==> src/rtl/mem_arb_pkg.sv <==
// mem_arb_pkg: shared types and constants for the SRAM bus arbiter.
//   state_t  - arbiter FSM states
//   grant_t  - which requester owns the access in flight
//   op_t     - read or write access
//   DEFAULT_ACCESS_CYCLES - default oe_n/we_n active time in cycles
package mem_arb_pkg;

    typedef enum logic [2:0] {
        IDLE,
        RD,
        WR_SETUP,
        WR_PULSE,
        DONE
    } state_t;

    typedef enum logic {
        GNT_IF,
        GNT_MEM
    } grant_t;

    typedef enum logic {
        OP_RD,
        OP_WR
    } op_t;

    localparam int DEFAULT_ACCESS_CYCLES = 2;

endpackage

==> src/rtl/mem_wait_counter.sv <==
// mem_wait_counter: loadable 4-bit down counter that stops at zero.
//   clk        in   clock, rising edge
//   rst        in   synchronous active-low reset, clears the count
//   load       in   load load_value (has priority over en)
//   en         in   decrement by one while non-zero
//   load_value in   4-bit value to load
//   zero       out  count == 0
module mem_wait_counter (
    input  logic       clk,
    input  logic       rst,
    input  logic       load,
    input  logic       en,
    input  logic [3:0] load_value,
    output logic       zero
);

    logic [3:0] count;

    always_ff @(posedge clk) begin
        if (!rst) begin
            count <= 4'd0;
        end else if (load) begin
            count <= load_value;
        end else if (en && (count != 4'd0)) begin
            count <= count - 4'd1;
        end
    end

    assign zero = (count == 4'd0);

endmodule

==> src/rtl/mem_bus_arbiter.sv <==
// mem_bus_arbiter: shares one asynchronous SRAM between instruction fetch
// (IF, read-only) and the MEM stage (load/store), sequencing SRAM timing with
// an FSM and producing one-cycle acks plus pipeline stall signals.
//
// Ports:
//   clk, rst                 clock, synchronous active-low reset
//   if_req_i/if_addr_i       fetch request and address
//   if_rdata_o/if_ack_o      fetched word, one-cycle completion
//   mem_read_i/mem_write_i   load/store request (both high = store)
//   mem_addr_i/mem_wdata_i   load/store address and store data
//   mem_rdata_o/mem_ack_o    load data, one-cycle completion
//   stall_if_o/stall_pipe_o  freeze signals for the hazard unit
//   sram_*                   SRAM address, data, tristate enable, strobes
//
// Optional build macro MEM_ARB_RR_EN: when defined, simultaneous requests
// alternate via a last_grant register instead of fixed MEM priority.
//
// Handshake: a requester raises its request and holds it, with stable
// address/data, until it sees its ack high for one cycle; it advances on the
// ack edge. The arbiter samples request fields once, at grant, so the access
// in flight is unaffected by later input changes. A request still high in
// the IDLE after DONE counts as a new request.
//
// ACCESS_CYCLES must be within 1..15 (4-bit wait counter).
module mem_bus_arbiter
    import mem_arb_pkg::*;
#(
    parameter int ADDRESS_WIDTH   = 16,
    parameter int SRAM_ADDR_WIDTH = 18,
    parameter int ACCESS_CYCLES   = DEFAULT_ACCESS_CYCLES
) (
    input  logic                       clk,
    input  logic                       rst,
    input  logic                       if_req_i,
    input  logic [ADDRESS_WIDTH-1:0]   if_addr_i,
    output logic [ADDRESS_WIDTH-1:0]   if_rdata_o,
    output logic                       if_ack_o,
    input  logic                       mem_read_i,
    input  logic                       mem_write_i,
    input  logic [ADDRESS_WIDTH-1:0]   mem_addr_i,
    input  logic [ADDRESS_WIDTH-1:0]   mem_wdata_i,
    output logic [ADDRESS_WIDTH-1:0]   mem_rdata_o,
    output logic                       mem_ack_o,
    output logic                       stall_if_o,
    output logic                       stall_pipe_o,
    output logic [SRAM_ADDR_WIDTH-1:0] sram_addr_o,
    output logic [ADDRESS_WIDTH-1:0]   sram_dq_o,
    input  logic [ADDRESS_WIDTH-1:0]   sram_dq_i,
    output logic                       sram_dq_oe_o,
    output logic                       sram_ce_n_o,
    output logic                       sram_oe_n_o,
    output logic                       sram_we_n_o
);

    localparam logic [3:0] WAIT_LOAD = 4'(ACCESS_CYCLES - 1);

    state_t                   state;
    state_t                   state_next;
    grant_t                   gnt_q;
    grant_t                   gnt_sel;
    op_t                      op_q;
    op_t                      op_sel;
    logic [ADDRESS_WIDTH-1:0] addr_q;
    logic [ADDRESS_WIDTH-1:0] wdata_q;
    logic [ADDRESS_WIDTH-1:0] if_rdata_q;
    logic [ADDRESS_WIDTH-1:0] mem_rdata_q;
    logic                     mem_req;
    logic                     req_any;
    logic                     cnt_load;
    logic                     cnt_en;
    logic                     cnt_zero;

    assign mem_req = mem_read_i | mem_write_i;
    assign req_any = mem_req | if_req_i;

`ifdef MEM_ARB_RR_EN
    grant_t last_grant_q;

    // On a tie the requester that was not served last wins.
    always_comb begin
        gnt_sel = GNT_IF;
        if (mem_req && if_req_i) begin
            gnt_sel = (last_grant_q == GNT_MEM) ? GNT_IF : GNT_MEM;
        end else if (mem_req) begin
            gnt_sel = GNT_MEM;
        end
    end

    always_ff @(posedge clk) begin
        if (!rst) begin
            last_grant_q <= GNT_IF;
        end else if (state == IDLE && req_any) begin
            last_grant_q <= gnt_sel;
        end
    end
`else
    always_comb begin
        gnt_sel = mem_req ? GNT_MEM : GNT_IF;
    end
`endif

    // Read+write together from MEM is a store.
    assign op_sel = (gnt_sel == GNT_MEM && mem_write_i) ? OP_WR : OP_RD;

    // The counter is reloaded in the state before each timed state, so it
    // holds ACCESS_CYCLES-1 on entry to RD / WR_PULSE.
    always_comb begin
        state_next = state;
        cnt_load   = 1'b0;
        cnt_en     = 1'b0;
        unique case (state)
            IDLE: begin
                cnt_load = 1'b1;
                if (req_any) begin
                    state_next = (op_sel == OP_WR) ? WR_SETUP : RD;
                end
            end
            RD: begin
                cnt_en = 1'b1;
                if (cnt_zero) state_next = DONE;
            end
            WR_SETUP: begin
                cnt_load   = 1'b1;
                state_next = WR_PULSE;
            end
            WR_PULSE: begin
                cnt_en = 1'b1;
                if (cnt_zero) state_next = DONE;
            end
            DONE: begin
                state_next = IDLE;
            end
            default: begin
                state_next = IDLE;
            end
        endcase
    end

    always_ff @(posedge clk) begin
        if (!rst) begin
            state       <= IDLE;
            gnt_q       <= GNT_IF;
            op_q        <= OP_RD;
            addr_q      <= '0;
            wdata_q     <= '0;
            if_rdata_q  <= '0;
            mem_rdata_q <= '0;
        end else begin
            state <= state_next;
            if (state == IDLE && req_any) begin
                gnt_q   <= gnt_sel;
                op_q    <= op_sel;
                addr_q  <= (gnt_sel == GNT_MEM) ? mem_addr_i : if_addr_i;
                wdata_q <= mem_wdata_i;
            end
            // Capture on the final RD edge, while oe_n is still asserted.
            if (state == RD && cnt_zero) begin
                if (gnt_q == GNT_MEM) mem_rdata_q <= sram_dq_i;
                else                  if_rdata_q  <= sram_dq_i;
            end
        end
    end

    mem_wait_counter u_wait_counter (
        .clk        (clk),
        .rst        (rst),
        .load       (cnt_load),
        .en         (cnt_en),
        .load_value (WAIT_LOAD),
        .zero       (cnt_zero)
    );

    assign if_ack_o     = (state == DONE) && (gnt_q == GNT_IF);
    assign mem_ack_o    = (state == DONE) && (gnt_q == GNT_MEM);
    assign if_rdata_o   = if_rdata_q;
    assign mem_rdata_o  = mem_rdata_q;
    assign stall_if_o   = if_req_i & ~if_ack_o;
    assign stall_pipe_o = mem_req & ~mem_ack_o;

    // dq stays driven through DONE after a write to give the SRAM hold time.
    assign sram_dq_oe_o = (state == WR_SETUP) || (state == WR_PULSE) ||
                          ((state == DONE) && (op_q == OP_WR));
    assign sram_dq_o    = sram_dq_oe_o ? wdata_q : '0;
    assign sram_addr_o  = SRAM_ADDR_WIDTH'(addr_q);
    assign sram_ce_n_o  = (state == IDLE);
    assign sram_oe_n_o  = (state != RD);
    assign sram_we_n_o  = (state != WR_PULSE);

endmodule
==> config.mk <==
export PLATFORM = sky130hd
export DESIGN_NAME = mem_bus_arbiter
export DESIGN_NICKNAME = d
export VERILOG_FILES = /design/src/rtl/mem_arb_pkg.sv /design/src/rtl/mem_wait_counter.sv /design/src/rtl/mem_bus_arbiter.sv
export SDC_FILE = /design/constraint.sdc
export NUM_CORES = 1
export LEC_CHECK = 0
export CORE_ASPECT_RATIO = 1.1
export CORE_MARGIN = 1.5
export CORE_UTILIZATION = 39
export CTS_BUF_LIST = sky130_fd_sc_hd__clkbuf_8
export DETAILED_ROUTE_END_ITERATION = 10
export PLACE_DENSITY_LB_ADDON = 0.15
export SYNTH_ARGS = -nofsm -noshare
export SYNTH_HDL_FRONTEND = slang
export SYNTH_SLANG_ARGS = --single-unit
==> constraint.sdc <==
create_clock -name clk -period 1.76 [get_ports clk]
set_input_delay 0.44 -clock clk [delete_from_list [all_inputs] [get_ports clk]]
set_output_delay 0.44 -clock clk [all_outputs]
set_load 0.005 [all_outputs]
==> Yosys cells after proc, flatten, opt, wreduce, memory -nomap -nowiden <==
Index checks and enable logic that the tools add are counted.
{ "classes": {"n_addsub": 1, "reduce_logical": 19, "bitwise": 8, "n_eq_ne": 8, "muxes": 12} }
{ "op_table": {"columns": ["op", "count"], "rows": [
  ["two-way mux 16 bit", 2],
  ["case mux 3 bit (3 select lines)", 1],
  ["logical AND 1 bit", 7],
  ["== test 3 x 2 -> 1 bit, second input constant", 2],
  ["two-way mux 1 bit", 6],
  ["two-way mux 3 bit", 2],
  ["AND reduction 2 bit", 3],
  ["OR reduction 2 bit", 3],
  ["zero test 4 bit", 1],
  ["inequality test 2 x 1 -> 1 bit, second input constant", 2],
  ["NOT 1 bit", 4],
  ["nonzero test 4 bit", 1],
  ["subtractor 4 x 1 -> 4 bit, second input constant", 1],
  ["== test 3 x 1 -> 1 bit, second input constant", 1],
  ["== test 3 bit, second input constant", 1],
  ["zero test 3 bit", 1],
  ["inequality test 3 x 1 -> 1 bit, second input constant", 1],
  ["inequality test 3 x 2 -> 1 bit, second input constant", 1],
  ["bitwise AND 1 bit", 2],
  ["logical OR 1 bit", 2],
  ["two-way mux 2 bit", 1],
  ["bitwise OR 1 bit", 2],
  ["nonzero test 2 bit", 1]
]} }
{ "totals": {"input_bits": 69, "reg_bits": 73, "elab_cells": 57, "output_inout_bits": 74} }

==> Depth between registers and ports, before layout <==
{ "logic_depth": {"depth_word": 7, "ltp_mapped": 8, "ltp_nobuf": 5} }

==> Hierarchy <==
From an unflattened synthesis, not the netlist that was laid out.
{ "hier_totals": {"cells_unflattened": 403, "area_unflattened_um2": 3382.0} }
{ "by_module_without_submodules": {"columns": ["mod", "n_inst", "area_per_inst_um2", "seq_area_each_um2", "cells_each"], "rows": [
  ["mem_bus_arbiter", 1, 3125.5, 1381.3, 372],
  ["mem_wait_counter", 1, 256.5, 80.1, 31]
]} }

==> Least setup slack after synthesis <==
Ideal clock, no wire load.
{ "synth_path": {"path_type": "flip-flop to flip-flop", "start": "register u_wait_counter.count[0]", "end": "register if_rdata_q[10] (netlist: if_rdata_o[10])", "synth_period_minus_slack_ns": 1.909, "t_required_ns": 1.642, "path_slack_ns": -0.149, "arrival_time_ns": 1.791, "path_buffers": 3, "stages_incl_launch_ff": 9, "setup_ns": 0.118, "cell_sequence": "dfxtp_1 > inv_1 > ha_1 > or3b_1 > buf_2 > or4_4 > buf_6 > buf_12 > mux2i_1"} }
{ "synth_via": {"elab_chain_len": 3} }
{ "synth_lines": {"columns": ["element", "line", "rtl"], "rows": [
  ["start: declaration", "mem_wait_counter.sv:17", "logic [3:0] count;"],
  ["start signal: assignment", "mem_wait_counter.sv:23", "count <= load_value;"],
  ["start signal: assignment", "mem_wait_counter.sv:25", "count <= count - 4'd1;"],
  ["zero test 4 bit", "mem_wait_counter.sv:29", "assign zero = (count == 4'd0);"],
  ["logical AND 1 bit", "mem_bus_arbiter.sv:157", "if (state == RD && cnt_zero) begin"],
  ["AND reduction 2 bit (no source line)", null, null],
  ["end signal: assignment", "mem_bus_arbiter.sv:159", "else if_rdata_q <= sram_dq_i;"],
  ["end: declaration", "mem_bus_arbiter.sv:65", "logic [ADDRESS_WIDTH-1:0] if_rdata_q;"]
]} }
No other way between the ends.
A chain may end at the register's enable or synchronous reset.

==> Final worst setup path <==
{ "layout_path": {"start": "register state[2]", "end": "output port sram_ce_n_o"} }
{ "layout_via": {"elab_chain_len": 1} }
{ "layout_lines": {"columns": ["element", "line", "rtl"], "rows": [
  ["start: declaration", "mem_bus_arbiter.sv:57", "state_t state;"],
  ["start signal: assignment", "mem_bus_arbiter.sv:149", "state <= state_next;"],
  ["zero test 3 bit", "mem_bus_arbiter.sv:185", "assign sram_ce_n_o = (state == IDLE);"],
  ["end: declaration", "mem_bus_arbiter.sv:50", "output logic sram_ce_n_o,"]
]} }
No other way between the ends.

==> flow_metrics.env <==
export IMPL_status="finished, violations left"
export IMPL_violations="negative setup slack"
export IMPL_fp_coreArea_mm2=0.00787
export IMPL_final_hold_violation_count=0
export IMPL_num_rows=34
export IMPL_avgSynthCellArea_um2=8.44
export IMPL_antenna_left=0
export IMPL_setup_viol=19
export IMPL_ys_ff_latch=73
export IMPL_placed_cell_area_mm2=0.00479
export IMPL_chipHeight_um=97.5
export IMPL_numClockSinks=73
export IMPL_final_max_slew_violation_count=0
export IMPL_area_growth_pct=62.6
export IMPL_antenna_found_initial=0
export IMPL_critical_path_slowest_cell="or3_4"
export IMPL_cap_violations=0
export IMPL_start_kind="flop"
export IMPL_die_area_mm2=0.00866
export IMPL_pre_cts_ws_ps=-341
export IMPL_required_ps=1320
export IMPL_synth_cell_types=34
export IMPL_insertion_delay_ps=350
export IMPL_cts_htree_levels=3
export IMPL_fin_nets=599
export IMPL_postLayoutCellArea_mm2=0.00514
export IMPL_cts_root_buf="clkbuf_8"
export IMPL_clk_pin_slew_ps=80
export IMPL_grt_usage=0.217
export IMPL_met1Wirelength_um=3920
export IMPL_dr_pass1_iters=4
export IMPL_cts_tree="yes"
export IMPL_portBuffers=140
export IMPL_die_w_um=88.9
export IMPL_synthCells=375
export IMPL_finClkSkew_ps=10.3
export IMPL_dr_first_iter_drc_count=98
export IMPL_fin_crit_sh=1.10
export IMPL_fmax_mhz=516
export IMPL_dr_wl_met3_um=568
export IMPL_worstSetupPathType="flop to primary output"
export IMPL_drc=0
export IMPL_netlist_area_mm2=0.00316
export IMPL_cts_made_buffers=9
export IMPL_synth_top_family_by_area="compound AO/OA/AOI/OAI gates"
export IMPL_setup_ws_ps=-178
export IMPL_synth_fa_ha_area_frac=0.00395
export IMPL_wl_um=9230
export IMPL_peakVddDrop_mv=0.511
export IMPL_final_layout_size_suffix_gt1_frac=0.195
export IMPL_hpwl_um=6160
export IMPL_synth_xor_area_frac=0
export IMPL_fin_setup_tns_ps=-2740
export IMPL_nFillCells=679
export IMPL_io_pins=143
export IMPL_cts_max_path_buffers=2
export IMPL_met2_length_um=4570
export IMPL_start_util=0.402
export IMPL_ys_seq_area_frac=0.462
export IMPL_yosys_mux_area_fraction=0.101
export IMPL_rsz0062_at_grt="yes"
export IMPL_top_layer_used="met4"
export IMPL_cp_common_cell="buf_4"
export IMPL_grt_max_degree=36
export IMPL_grt_pass1_wl_um=14800
export IMPL_slowest_delay_ps=390
export IMPL_antenna_cells=0
export IMPL_p_leak_nw=2.16
export IMPL_place_congestion=0.781
export IMPL_worstHoldPathType="flop to flop"
export IMPL_endpoint_kind="primary output"
export IMPL_grt_pass1_vias=3128
export IMPL_synth_compound_area_share=0.185
export IMPL_multiInputGateArea_mm2=0.00162
export IMPL_synth_simple_area_share=0.182
export IMPL_wl_per_cell_um=14.4
export IMPL_yosysWarnings=0
export IMPL_fin_crit_ps=1940
export IMPL_gr_total_overflow=0
export IMPL_power_per_cell_area_mw_per_mm2=918
export IMPL_register_area_mm2=0.00147
export IMPL_path_max_fanout=4
export IMPL_cp_cell_sequence="buf_4, buf_4, or3_4, inv_4, buf_6"
export IMPL_viasPerCell=4.99
export IMPL_num_vias=3203
export IMPL_cp_arrival_ps=1500
## cells by family (layout without fill, tap and decap cells)
group / after synthesis / after routing
buffers and inverters: 44 / 201
AND/OR/NAND/NOR: 124 / 125
multiplexers: 32 / 32
AO/OA/AOI/OAI: 100 / 100
adder cells (fa/ha/maj): 1 / 1
other: 1 / 2
flip-flops: 73 / 73
## state kept, by name, summed over array words and instances (netlist names)
name / count
mem_rdata_o: 16
gnt_q: 1
if_rdata_o: 16
state: 3
op_q: 1
wdata_q: 16
addr_q: 16
u_wait_counter.count: 4
## layout by cell type, fill, tap and decap left out, drive strengths merged, types with 3 or more instances in the layout
master,count
a211oi,4
nand3,16
dfxtp,73
clkdlybuf4s50,116
o21ai,38
mux2i,32
bufinv,3
nor2b,18
a21oi,38
nor3,3
inv,11
nand2,68
nor2,8
clkbuf,9
a311oi,16
or4,3
buf,58
## cell usage after synthesis
| cell type | number | share of area |
|---|---|---|
| dfxtp_1 | 73 | 0.46 |
| nand2_1 | 68 | 0.081 |
| a21oi_1 | 38 | 0.060 |
| o21ai_0 | 37 | 0.059 |
| mux2i_1 | 32 | 0.10 |
| clkbuf_1 | 23 | 0.027 |
| nor2b_1 | 18 | 0.036 |
| a311oi_1 | 16 | 0.044 |
| nand3_1 | 16 | 0.025 |
| nor2_1 | 8 | 0.0095 |
| inv_1 | 7 | 0.0083 |
| buf_2 | 6 | 0.0095 |
| a211oi_1 | 4 | 0.0095 |
| nor3_1 | 3 | 0.0047 |
| buf_1 | 2 | 0.0024 |
| buf_4 | 2 | 0.0047 |
| inv_2 | 2 | 0.0024 |
| nand2b_1 | 2 | 0.0040 |
| nor3b_1 | 2 | 0.0047 |
| or3_1 | 2 | 0.0040 |
| a221oi_1 | 1 | 0.0028 |
| a31o_2 | 1 | 0.0028 |
| and2_1 | 1 | 0.0020 |
| buf_12 | 1 | 0.0063 |
| buf_6 | 1 | 0.0036 |
| conb_1 | 1 | 0.0012 |
| ha_1 | 1 | 0.0040 |
| nand4b_1 | 1 | 0.0028 |
| o21a_1 | 1 | 0.0024 |
| o21ai_1 | 1 | 0.0016 |
| o221a_2 | 1 | 0.0036 |
| or3b_1 | 1 | 0.0028 |
| or4_1 | 1 | 0.0024 |
| or4_4 | 1 | 0.0036 |
## cell type report
type | count | area share
timing repair buffer | 176 | 0.319
sequential | 73 | 0.286
clock inverter | 7 | 0.0231
tap | 108 | 0.0263
clock buffer | 9 | 0.0241
inverter | 9 | 0.00705
multi-input combinational | 260 | 0.315
## through the flow
stage          cells   util  power [mW]  hold slack (ps)
3_3_place_gp     616  0.608        3.02              446
4_1_cts          638  0.643        4.69              462
5_1_grt          642  0.654        4.94              480
6_report         642  0.654        4.72              459
2_1_floorplan    376      -        2.44              442
3_5_place_dp     616  0.608        3.03              452
## worst max-delay path, delay by kind of cell (launching register included)
family / cells / cell delay, ps
buffers and inverters: 4 / 430
AND/OR/NAND/NOR: 1 / 390
flip-flops: 1 / 340
## repair_timing
item / CTS / global route
gates cloned: 2 / 0
gates resized for setup: 114 / 19
buffers inserted: 6 / 4
hold buffers: 0 / 0
endpoints found under the setup margin: 49 / 38
pin swaps: 5 / 12
## power breakdown
group,leakage (nW),switching [mW],internal (mW)
registers,0.600,0.0902,1.81
logic,1.44,0.539,0.684
clock network,0.121,0.653,0.944
## worst paths after layout
path	startpoint	end	slack (ps)	cells past startpoint
max reg2reg	u_wait_counter.count[1]$_SDFFE_PP0P_	if_rdata_o[9]$_SDFFE_PN0P_	30	5
min	mem_rdata_o[11]$_SDFFE_PN0P_	mem_rdata_o[11]$_SDFFE_PN0P_	460	2
max	state[2]$_SDFFE_PN0P_	sram_ce_n_o	-180	5
min reg2reg	mem_rdata_o[11]$_SDFFE_PN0P_	mem_rdata_o[11]$_SDFFE_PN0P_	460	2
## per-layer routing
metal	track usage	up-vias
li1	-	1611
met1	0.268	1473
met2	0.355	105
met3	0.0552	14
met4	0.0865	0
met5	0	-
Note: power is estimated with default switching activity, not from simulation.
==> patch 1, RTL diff (same settings) <==
Encoding of `state_t`: now one-hot (5 bits for 5 states).
--- a/src/rtl/mem_arb_pkg.sv
+++ b/src/rtl/mem_arb_pkg.sv
@@ -7,8 +7,8 @@
 
-    typedef enum logic [2:0] {
-        IDLE,
-        RD,
-        WR_SETUP,
-        WR_PULSE,
-        DONE
+    typedef enum logic [4:0] {
+        IDLE     = 5'b00001,
+        RD       = 5'b00010,
+        WR_SETUP = 5'b00100,
+        WR_PULSE = 5'b01000,
+        DONE     = 5'b10000
     } state_t;
Function: no difference found for any inputs over 10 cycles, from zero or initial values and one cycle with rst low; not proved beyond that.
==> patch 1 against the original RTL <==
- the flow still finishes with violations (negative setup slack)
- synthesized cell count rose by 2.1%
- wire length increased by 11%
- count of clock-buffer cells in the layout increased by 1
- total power down 1.5%
- sequential cell count increased by 2
- sequential power increased by 4%
- global-route usage grew 0.67 points
- combinational power increased by 9.8%
- fmax decreased by 6.9%
- final area grew 5.5%
- area after synthesis grew 2.0%
- setup slack got worse by 140 ps
- largest cell class unchanged
- largest power group unchanged
==> patch 1: results (changes against the original RTL) <==
stage,metric,value,unit,change
placement,area post-placement,4870,µm²,+1.7%
layout,Inverters,6,,-3
layout,area grow syn2layout,68.2,%,
routing,met3 routed WL,722,µm,+27%
layout,sequential share of cell area,27.9,%,-0.70 points
placement,placed insts,629,,+2.1%
power,maximum vdd drop,509,µV,-0.30%
layout,number of clock buffers in the layout,10,,+1
run_status,status,"complete, but fails checks",,
hold_path,hold wc startpoint,wdata_q[4],,
setup_path,worst endpoint data arrival time,1640,ps,+140 ps
logic_synthesis,Post-Synth Adder-Cell Area,0.388,%,-0.0077 points
logic_synthesis,area fraction in compound gates after synthesis,13.3,%,-5.2 points
layout,Final clock-cell share,3.71,%,-1.0 points
logic_synthesis,most frequent cells after synthesis,"dfxtp_1, nand3_1, nand2_1, o21ai_0, clkbuf_1",,
placement,"worst slack, placed",-475,ps,-134 ps
layout,share of cells above drive strength 1,22.8,%,+3.4 points
layout,# nets final,621,,+3.7%
timing,post-route setup slack,-322,ps,-144 ps
layout,Non-clock buffering overhead,33.7,%,+1.8 points
logic_synthesis,XOR/XNOR Fraction of Synth Area,0.814,%,+0.81 points
grt,GR Layer Usage met1,26.0,%,-0.85 points
layout,fillers,646,,-4.9%
setup_path,worst r2r src,state[4],,
run_status,failing checks,negative setup slack,,
routing,Routed WL,10200,µm,+11%
power,PwrDens,856,nW/µm²,-6.7%
timing,number of setup violations in the final report,22,,+3
placement,Placer Congestion,0.812,,+3.9%
layout,Non-CTS buffers,188,,+6.8%
logic_synthesis,"Seq/Total Area, Yosys",46.5,%,+0.35 points
routing,number of vias per cell,5.11,,+2.5%
power,combinational power,1.34,mW,+9.8%
routing,Iter 0 DRT Violations,152,,+55%
grt,first-pass GRT wire length,15800,µm,+7.0%
routing,wire length on met2,4940,µm,+8.1%
logic_synthesis,"top cells by area, synth","dfxtp_1, nand3_1, nand2_1",,
power,sequential power share,42.5,%,+2.3 points
logic_synthesis,mux share of post-synthesis cell area,4.96,%,-5.2 points
routing,M1 WL,4220,µm,+7.6%
grt,gr usage total,22.4,%,+0.67 points
grt,pin count of the biggest net entering global routing,37,,+2.8%
timing,Setup TNS,-4810,ps,-2080 ps
placement,post-detail-place hpwl,6450,µm,+4.8%
clocking,clock sink count,75,,+2.7%
grt,GRT met3 Usage,8.10,%,+2.6 points
[patch 1: changes by cell type in the layout (fill, tap and decap cells not counted), moves of 6 or more]
cell      before  now
nor2b_1       14    1
buf_2         19    8
o211a_1        0   16
and2_1         0    6
a311oi_1      15    0
buf_6          9   30
mux2i_1       32   16
a21oi_1       36    2
and2_4         1   11
nand3_1       16   66
[patch 1: final timing paths]
kind | slack (ps) | cells after the start | to
worst min-delay path | 450 | 2 | wdata_q[4]
worst max-delay path | -320 | 6 | sram_dq_o[14]
worst max register to register | 40 | 7 | addr_q[4]
worst min register to register | 450 | 2 | wdata_q[4]
[patch 1: critical path, cell delays in order (launching register included)]
cell and delay, ps:
dfxtp_4 380, nand2b_4 160, a21oi_4 210, o21a_1 220, buf_6 120, and2_4 120, buf_6 80
[patch 1: timing repair]
action | in CTS | in global routing
resized for setup | 143 | 32
cloned | 2 | 0
endpoints found under the setup margin | 24 | 42
endpoints found under the hold margin | 0 | 0
setup buffers | 15 | 7
pin swaps | 28 | 10
==> patch 2, RTL diff (config.mk and constraints unchanged) <==
Without the edit above. `ADDRESS_WIDTH`: 16 -> 18.
--- a/src/rtl/mem_bus_arbiter.sv
+++ b/src/rtl/mem_bus_arbiter.sv
@@ -27,3 +27,3 @@
 #(
-    parameter int ADDRESS_WIDTH   = 16,
+    parameter int ADDRESS_WIDTH   = 18,
     parameter int SRAM_ADDR_WIDTH = 18,
Ports: changed (7 resized); port bits go from 143 to 157. No check against the original RTL was run, so the function may have changed too.
==> patch 2 against the original RTL <==
- the flow still finishes with violations (negative setup slack)
- critical path type unchanged
- area after synthesis up 8.9%
- sequential power up 11%
- highest routed layer unchanged
- sequential cell count up 8
- global-route usage down 0.34 points
- sequential share of layout area up 0.25 points
- wire length up 8.3%
- hold slack about the same
- final area up 9.7%
- total power up 2.6%
- synthesized cell count up 8.8%
- setup slack worse by 63 ps
==> patch 2: results (changes against the original RTL) <==
stage,metric,value,unit,change
grt,first-pass GRT wire length,16000,µm,+8.2%
logic_synthesis,Syn Area/Cell,8.45,µm²,+0.13%
grt,gr usage total,21.4,%,-0.34 points
logic_synthesis,area fraction in compound gates after synthesis,18.4,%,-0.14 points
timing,Setup TNS,-4850,ps,-2110 ps
timing,hold_ws,459,ps,-0.276 ps
power,Psw,1.34,mW,+4.2%
routing,Iter 0 DRT Violations,171,,+74%
clocking,Skew-Pair Late Insertion Delay,350,ps,about the same
logic_synthesis,Synth Net Count,486,,
placement,placed insts,665,,+8.0%
setup_path,reg2reg end,if_rdata_o[7],,
setup_path,r2r setup slk,-50,ps,-80 ps
logic_synthesis,Post-Synth Adder-Cell Area,0.363,%,-0.032 points
placement,area post-placement,5250,µm²,+9.6%
layout,# nets final,653,,+9.0%
hold_path,hold wc startpoint,if_rdata_o[2],,
timing,number of setup violations in the final report,41,,+22
setup_path,CP Max Fanout,6,,+2
power,PwrDens,859,nW/µm²,-6.4%
logic_synthesis,distinct cell type count of the synthesized netlist,28,,-18%
power,Leak,2.36,nW,+9.0%
setup_path,Worst Reg-to-Reg Cells,6,,+1
placement,I/O Buffers,156,,+11%
timing,post-route setup slack,-241,ps,-62.9 ps
routing,Routed WL,10000,µm,+8.3%
placement,post-detail-place hpwl,6830,µm,+11%
grt,pin count of the biggest net entering global routing,43,,+19%
logic_synthesis,asr flop ratio synth,0,%,unchanged
logic_synthesis,mux share of post-synthesis cell area,10.5,%,+0.33 points
placement,Placer Congestion,0.814,,+4.1%
grt,vias in the first global route,3392,,+8.4%
logic_synthesis,most frequent cells after synthesis,"dfxtp_1, nand2_1, o21ai_0, a21oi_1, mux2i_1",,
power,maximum vdd drop,483,µV,-5.5%
layout,share of cells above drive strength 1,18.1,%,-1.4 points
setup_path,CP max stage delay,350,ps,-40 ps
logic_synthesis,"top cells by area, synth","dfxtp_1, mux2i_1, nand2_1",,
layout,Sequential Area,1630,µm²,+11%
setup_path,critical path's slowest cell,dfxtp_2,,
power,clock share of power,29.1,%,-4.7 points
run_status,failing checks,negative setup slack,,
hold_path,Min-Delay Endpoint,if_rdata_o[2],,
routing,via count,3558,,+11%
run_status,status,"complete, but fails checks",,
setup_path,worst r2r src,u_wait_counter.count[0],,
logic_synthesis,"Seq/Total Area, Yosys",47.0,%,+0.86 points
power,Comb power frac,27.6,%,+1.7 points
layout,fillers,736,,+8.4%
placement,"worst slack, placed",-287,ps,+54.1 ps
layout,fin cells,691,,+7.6%
timing,clock skew,12.2,ps,+1.94 ps
## patch 2: worst max path at each step
stage                       startpoint         endpoint  slack (ps)  depth (start not counted)
4_1_cts                       state[1]        mem_ack_o        -320                          3
2_1_floorplan  u_wait_counter.count[0]    if_rdata_o[0]        -160                          8
3_3_place_gp                mem_read_i     stall_pipe_o        -290                          4
3_5_place_dp               mem_write_i  sram_addr_o[17]        -290                          6
5_1_grt                       state[0]    sram_dq_o[11]        -320                          6
6_report                      state[1]    sram_dq_o[12]        -240                          7
## patch 2: per-layer routing
layer	global-route usage [%]	part of all wire, %
met1	25.7	42
met4	8.16	1.7
met5	0	0
met3	5.18	5.8
met2	37.0	51
## patch 2: cells by family (layout without fill, tap and decap cells)
group           after synthesis  count (layout)
flops                        81              81
compound gates              110             110
mux                          36              36
fa+ha+maj                     1               1
buf+inv                      44             216
simple gates                136             136
## patch 2: area by class of cell
| cell class | count | area share, % |
|---|---|---|
| Timing Repair Buffer | 192 | 33.0 |
| Multi-Input combinational cell | 283 | 31.4 |
| Sequential cell | 81 | 28.8 |
| Clock buffer | 11 | 2.68 |
| Tap cell | 111 | 2.46 |
| Clock inverter | 5 | 1.11 |
| Inverter | 8 | 0.577 |
## patch 2: repair_timing
action / CTS / global route
setup endpoints to repair: 49 / 52
gates cloned: 3 / 0
hold endpoints to repair: 0 / 0
gates resized for setup: 113 / 21
setup buffers: 6 / 3
pin swaps: 3 / 3
## patch 2: worst max-delay path, delay by kind of cell, from the launching register on
| kind | cells | cell delay, ps |
|---|---|---|
| flops | 1 | 350 |
| compound gates | 1 | 210 |
| buf+inv | 4 | 500 |
| simple gates | 2 | 160 |
